==> config.mk <==
export PLATFORM = sky130hd
export DESIGN_NAME = sha1_core
export DESIGN_NICKNAME = d
export VERILOG_FILES = /design/src/rtl/sha1_pkg.sv /design/src/rtl/sha1shift.sv /design/src/rtl/sha1_core.sv
export SDC_FILE = /design/constraint.sdc
export NUM_CORES = 2
export LEC_CHECK = 0
export CAP_MARGIN = 10
export CORE_MARGIN = 1
export CORE_UTILIZATION = 65
export DETAILED_ROUTE_END_ITERATION = 16
export DONT_BUFFER_PORTS = 1
export GPL_TIMING_DRIVEN = 0
export HOLD_SLACK_MARGIN = 0.12
export PLACE_DENSITY_LB_ADDON = 0.25
export SLEW_MARGIN = 20
export SYNTH_ARGS = -nofsm -noshare
export SYNTH_HDL_FRONTEND = slang
export SYNTH_SLANG_ARGS = --single-unit
==> constraint.sdc <==
create_clock -name clk -period 10.4 [get_ports clk]
set_input_delay 0 -clock clk [delete_from_list [all_inputs] [get_ports clk]]
set_output_delay 0 -clock clk [all_outputs]
set_load 0.05 [all_outputs]
==> src/rtl/sha1_pkg.sv <==
`default_nettype none
// ============================================================================
//  Module   : sha1_pkg
//  Purpose  : SHA-1 initial hash values, round constants and FSM encoding.
//  Revision : 1.0
// ============================================================================
package sha1_pkg;

    localparam logic [31:0] C_IV_H0 = 32'h67452301;
    localparam logic [31:0] C_IV_H1 = 32'hEFCDAB89;
    localparam logic [31:0] C_IV_H2 = 32'h98BADCFE;
    localparam logic [31:0] C_IV_H3 = 32'h10325476;
    localparam logic [31:0] C_IV_H4 = 32'hC3D2E1F0;

    localparam logic [31:0] C_K0 = 32'h5A827999;
    localparam logic [31:0] C_K1 = 32'h6ED9EBA1;
    localparam logic [31:0] C_K2 = 32'h8F1BBCDC;
    localparam logic [31:0] C_K3 = 32'hCA62C1D6;

    typedef enum logic [1:0] {
        S_IDLE   = 2'd0,
        S_LOAD   = 2'd1,
        S_EXPAND = 2'd2,
        S_FINAL  = 2'd3
    } state_t;

    function automatic logic [31:0] rol5(input logic [31:0] x);
        return {x[26:0], x[31:27]};
    endfunction

    function automatic logic [31:0] rol30(input logic [31:0] x);
        return {x[1:0], x[31:2]};
    endfunction

endpackage
`default_nettype wire

==> src/rtl/sha1shift.sv <==
`default_nettype none
// ============================================================================
//  Module   : sha1shift
//  Purpose  : 16-word SHA-1 message schedule; out is the most recent word.
//  Revision : 1.0
// ============================================================================
module sha1shift (
    input  logic        clk,
    input  logic        en,
    input  logic [31:0] in,
    output logic [31:0] out
);

    // r_w[15] holds W[t-1], r_w[0] holds W[t-16] when W[t] is being formed
    logic [31:0] r_w [16];
    logic [31:0] w_mix;
    logic [31:0] w_fb;

    assign w_mix = r_w[13] ^ r_w[8] ^ r_w[2] ^ r_w[0];
    assign w_fb  = {w_mix[30:0], w_mix[31]};
    assign out   = r_w[15];

    always_ff @(posedge clk) begin
        for (int i = 0; i < 15; i++) begin
            r_w[i] <= r_w[i+1];
        end
        r_w[15] <= en ? in : w_fb;
    end

endmodule
`default_nettype wire

==> src/rtl/sha1_core.sv <==
`default_nettype none
// ============================================================================
//  Module   : sha1_core
//  Purpose  : Word-serial SHA-1 block compressor, one round per clock.
//  Revision : 1.0
// ============================================================================
module sha1_core
    import sha1_pkg::*;
(
    input  logic         clk,
    input  logic         reset,
    input  logic         init,
    input  logic         in_valid,
    input  logic [31:0]  in,
    output logic         in_ready,
    output logic [159:0] digest,
    output logic         digest_valid,
    output logic         err
);

    state_t      r_state;
    state_t      w_next;
    logic [6:0]  r_cnt;
    logic [31:0] r_a, r_b, r_c, r_d, r_e;
    logic [31:0] r_h0, r_h1, r_h2, r_h3, r_h4;
    logic        r_dv;
    logic        r_err;

    logic        w_en;
    logic [31:0] w_w;
    logic [31:0] w_f;
    logic [31:0] w_k;
    logic [31:0] w_t;

    assign w_en = ((r_state == S_IDLE) && in_valid) || (r_state == S_LOAD);

    sha1shift u_sched (
        .clk (clk),
        .en  (w_en),
        .in  (in),
        .out (w_w)
    );

    always_comb begin
        w_next = r_state;
        unique case (r_state)
            S_IDLE:   if (in_valid) w_next = S_LOAD;
            S_LOAD: begin
                if (!in_valid)            w_next = S_IDLE;
                else if (r_cnt == 7'd15)  w_next = S_EXPAND;
            end
            S_EXPAND: if (r_cnt == 7'd80) w_next = S_FINAL;
            S_FINAL:  w_next = S_IDLE;
            default:  w_next = S_IDLE;
        endcase
    end

    // r_cnt equals k in cycle Ck, so the round being computed is r_cnt-1
    always_comb begin
        w_f = r_b ^ r_c ^ r_d;
        w_k = C_K3;
        if (r_cnt <= 7'd20) begin
            w_f = (r_b & r_c) | (~r_b & r_d);
            w_k = C_K0;
        end else if (r_cnt <= 7'd40) begin
            w_k = C_K1;
        end else if (r_cnt <= 7'd60) begin
            w_f = (r_b & r_c) | (r_b & r_d) | (r_c & r_d);
            w_k = C_K2;
        end
    end

    assign w_t = rol5(r_a) + w_f + r_e + w_k + w_w;

    always_ff @(posedge clk) begin
        if (reset) begin
            r_state <= S_IDLE;
            r_dv    <= 1'b0;
            r_err   <= 1'b0;
            r_h0    <= C_IV_H0;
            r_h1    <= C_IV_H1;
            r_h2    <= C_IV_H2;
            r_h3    <= C_IV_H3;
            r_h4    <= C_IV_H4;
        end else begin
            r_state <= w_next;
            r_dv    <= (r_state == S_FINAL);
            r_err   <= (r_state == S_LOAD) && !in_valid;
            if ((r_state == S_IDLE) && init) begin
                r_h0 <= C_IV_H0;
                r_h1 <= C_IV_H1;
                r_h2 <= C_IV_H2;
                r_h3 <= C_IV_H3;
                r_h4 <= C_IV_H4;
            end else if (r_state == S_FINAL) begin
                r_h0 <= r_h0 + r_a;
                r_h1 <= r_h1 + r_b;
                r_h2 <= r_h2 + r_c;
                r_h3 <= r_h3 + r_d;
                r_h4 <= r_h4 + r_e;
            end
        end
    end

    // Working registers and counter are don't-care in IDLE; reloaded every idle cycle
    always_ff @(posedge clk) begin
        if (r_state == S_IDLE) begin
            r_cnt <= 7'd1;
            if (init) begin
                r_a <= C_IV_H0;
                r_b <= C_IV_H1;
                r_c <= C_IV_H2;
                r_d <= C_IV_H3;
                r_e <= C_IV_H4;
            end else begin
                r_a <= r_h0;
                r_b <= r_h1;
                r_c <= r_h2;
                r_d <= r_h3;
                r_e <= r_h4;
            end
        end else if ((r_state == S_LOAD) || (r_state == S_EXPAND)) begin
            r_cnt <= r_cnt + 7'd1;
            r_a   <= w_t;
            r_b   <= r_a;
            r_c   <= rol30(r_b);
            r_d   <= r_c;
            r_e   <= r_d;
        end
    end

    assign in_ready     = (r_state == S_IDLE);
    assign digest       = {r_h0, r_h1, r_h2, r_h3, r_h4};
    assign digest_valid = r_dv;
    assign err          = r_err;

endmodule
`default_nettype wire
==> run_results.csv <==
group,metric,value,unit
run_status,status,"finished clean",
critical_path,startpoint,"r_cnt[0]$_SDFFE_PP1P_",
timing,period_needed,8.38,ns
critical_path,rrSetupSlack,2.02,ns
floorplanning,die-area,58600,um^2
floorplanning,start_util,66.0,%
global_routing,antenna_found_initial,3,
final_layout,fin_util,73.7,%
cts,clk_latency,0.64,ns
timing,rsz0062_at_grt,"no",
floorplanning,die_x,242,um
critical_path,worst_setup_path_end_kind,"register",
routing,drt_iter0_drc,3610,
critical_path,critical_path_class,"reg -> reg",
synth,syn_area,37500,um^2
cts,cts_inserted_buffers,83,
flow_run,cap_viol_max_count,0,
routing,wl,121,mm
synth,netlist_instances,3674,
global_routing,grt_pass1_vias,28500,
cts,root_buffer,"clkbuf_16",
floorplanning,die_y,242,um
synth,muxShareOfSynthArea,1.98,%
timing,timing.final.ws_setup,2.02,ns
routing,drc_errors,0,
timing,hold_viol,0,
placement,place_congestion,1.02,
cts,cts_resized,0,
placement,port_buffers,0,
final_layout,layout_commonest_cell,"dfxtp_1",
routing,drt-pass1-iter-count,6,
synth,ys_types,88,
timing,worst_pin_slew,1.33,ns
final_layout,nets,4175,
floorplanning,coreArea,56700,um^2
synth,synth_xor_area_share,5.75,%
placement,dp_worst_setup_slack,2.37,ns
synth,syn_avg_cell_area,10.2,um^2
synth,yosys_warnings,0,
timing,tns,0,ns
synth,synth_flop_cell,"dfxtp_1",
critical_path,worst_setup_path_start_kind,"register",
global_routing,track_usage,41.1,%
cts,h-tree-depth,3,
critical_path,crit_path_end,"r_a[29]$_DFFE_PP_",
timing,period_share,80.6,%
timing,setup_viol,0,
power,vdd_drop_max,226,uV
timing,relSlewSlack,11.1,%
routing,ant_nets,0,
timing,final-max-slew-violation-count,0,
synth,async_flop_share,0,%
synth,synth_nets,4035,
final_layout,drive_gt1_share,4.92,%
power,power_density,335,nW/um^2
global_routing,grt_pass1_wl,178,mm
final_layout,area_delta_synth_final,11.6,%
final_layout,final_cell_mix,"dfxtp_1, nor2_1, inv_1",
timing,fmax,0.119,GHz
worst_hold_path,hold_path_class,"in -> reg",
cts,cts_sinks,843,
critical_path,critical_path_peak_fanout,10,
global_routing,grt_max_degree,100,
cts,path_clk_slew,0.07,ns
critical_path,rr_worst_depth,27,
synth,synth-seq-area-share,49.3,%
floorplanning,boundaryPins,199,
placement,dp_hpwl,86.0,mm
cts,cts_tree,"done",
floorplanning,std_cell_rows,87,
critical_path,cp.required,10.74,ns
critical_path,worstPathArrival,8.73,ns
synth,synth_top_family_by_area,"compound AO/OA/AOI/OAI gates",
cts,cts_max_path_buffers,3,
synth,synth_compound_area_share,15.5,%
critical_path,reg2reg_to,"r_a[29]$_DFFE_PP_",
synth,synth-adder-area-share,13.4,%
synth,ys_ff_latch,843,
synth,synth_edf_count,160,
routing,vias,29000,
synth,synthSimpleGateAreaFrac,9.28,%
critical_path,worstReg2RegStart,"r_cnt[0]$_SDFFE_PP1P_",
global_routing,grt_overflow_total,0,
power,leakage,0.0176,uW
timing,fin_skew,0.0237,ns
routing,via_per_inst,6.25,
routing,wl_per_cell,26.1,um
worst min-delay path by stage:
stage | from | endpoint | slack, ns | cells past startpoint
after floorplan | reset | digest_valid$_SDFF_PP0_ | 0.07 | 1
after global placement | reset | digest_valid$_SDFF_PP0_ | 0.07 | 1
after detailed placement | reset | register | 0.08 | 1
after CTS | in[0] | u_sched.r_w[1][224]$_DFF_P_ | 0.13 | 3
after global routing | in[0] | u_sched.r_w[1][224]$_DFF_P_ | 0.15 | 3
final | in[19] | u_sched.r_w[1][243]$_DFF_P_ | 0.15 | 3
power breakdown:
part	total [uW]	internal [uW]	switching, uW	leakage [uW]
sequential	5210	4580	626	0.00737
combinational	5670	2290	3380	0.00884
clock	3110	1760	1350	0.00138
critical path: stages (launching register included):
cell	delay, ns
dfxtp_1	0.37
inv_1	0.11
ha_1	0.20
nor2b_1	0.06
o21ai_0	0.12
and2_1	0.39
clkinv_1	0.44
nand2_1	0.77
clkinv_1	0.46
clkbuf_1	0.43
a221oi_1	0.73
fa_1	0.57
inv_1	0.10
fa_1	0.42
inv_1	0.08
fa_1	0.40
inv_1	0.07
ha_1	0.30
nand4_1	0.13
nor2_1	0.06
and2_1	0.18
a221oi_1	0.25
nand3_1	0.30
a31oi_2	0.41
o21ai_0	0.21
o31ai_1	0.28
xnor2_1	0.15
o21ai_0	0.09
cells by family after synthesis:
kind of cell	count (synthesis)
compound gates	919
xor+xnor	246
fa+ha+maj	325
buf+inv	471
flops	843
mux	74
simple gates	796
repair_timing:
action | 4_1_cts | 5_1_grt
endpoints found under the hold margin | 40 | 0
setup buffers | 0 | 0
hold buffers | 54 | 0
state kept, by name (all words and copies together) (netlist names), named ones only:
name          cells
r_h3             32
r_h2             32
r_e              32
r_h4             32
r_h1             32
digest_valid      1
u_sched.r_w     512
r_a              32
err               1
r_c              32
r_b              32
r_d              32
r_h0             32
r_state           1
r_cnt             7
area by class of cell:
type / count / area [um^2]
diodes: 1 / 2.50
plain buffers: 130 / 512
clock buffers: 119 / 2400
clock inverters: 33 / 412
fillers: 3979 / 14900
inverters: 341 / 1290
multi-input cells: 2360 / 17200
flip-flops and latches: 843 / 18500
well taps: 756 / 946
repair buffers: 55 / 568
per-stage QoR:
step / total power (uW) / area [um^2] / instances / hold WS, ns
floorplan: 9010 / 37500 / 3674 / 0.0667
finish: 14000 / 41800 / 4638 / 0.146
global placement: 10400 / 38400 / 4430 / 0.0687
detailed placement: 10500 / 38500 / 4431 / 0.0784
CTS: 13800 / 41800 / 4637 / 0.127
global route: 14700 / 41800 / 4637 / 0.146
metal layers:
metal	part of all wire, %	vias to the layer above	GRT usage, %
li1	-	12900	-
met1	36	13800	50.0
met2	44	1797	63.3
met3	12	463	11.5
met4	7.8	2	28.4
met5	0.0066	-	0
synth_stat cells, drive strengths merged, types with 9 or more instances:
library cell | number | area (um^2)
clkbuf | 108 | 407
o31ai | 18 | 173
inv | 338 | 1270
o211ai | 11 | 82.6
dfxtp | 683 | 13700
a21o | 88 | 661
edfxtp | 160 | 4800
fa | 125 | 2500
and2 | 9 | 58.8
nand4 | 19 | 119
a31oi | 23 | 171
or3 | 20 | 125
o21a | 26 | 195
a21oi | 274 | 1380
ha | 200 | 2500
nand3 | 26 | 130
a211oi | 34 | 265
nand2 | 234 | 878
xnor2 | 181 | 1590
o21ai | 230 | 1160
mux2i | 73 | 731
a221oi | 28 | 264
nand2b | 26 | 163
nor3 | 37 | 185
nor2 | 349 | 1310
a211o | 10 | 87.6
o22ai | 84 | 526
buf | 22 | 92.6
xor2 | 65 | 569
nor2b | 25 | 156
and3 | 22 | 138
o21bai | 22 | 169
(Power assumes the default switching activity.)
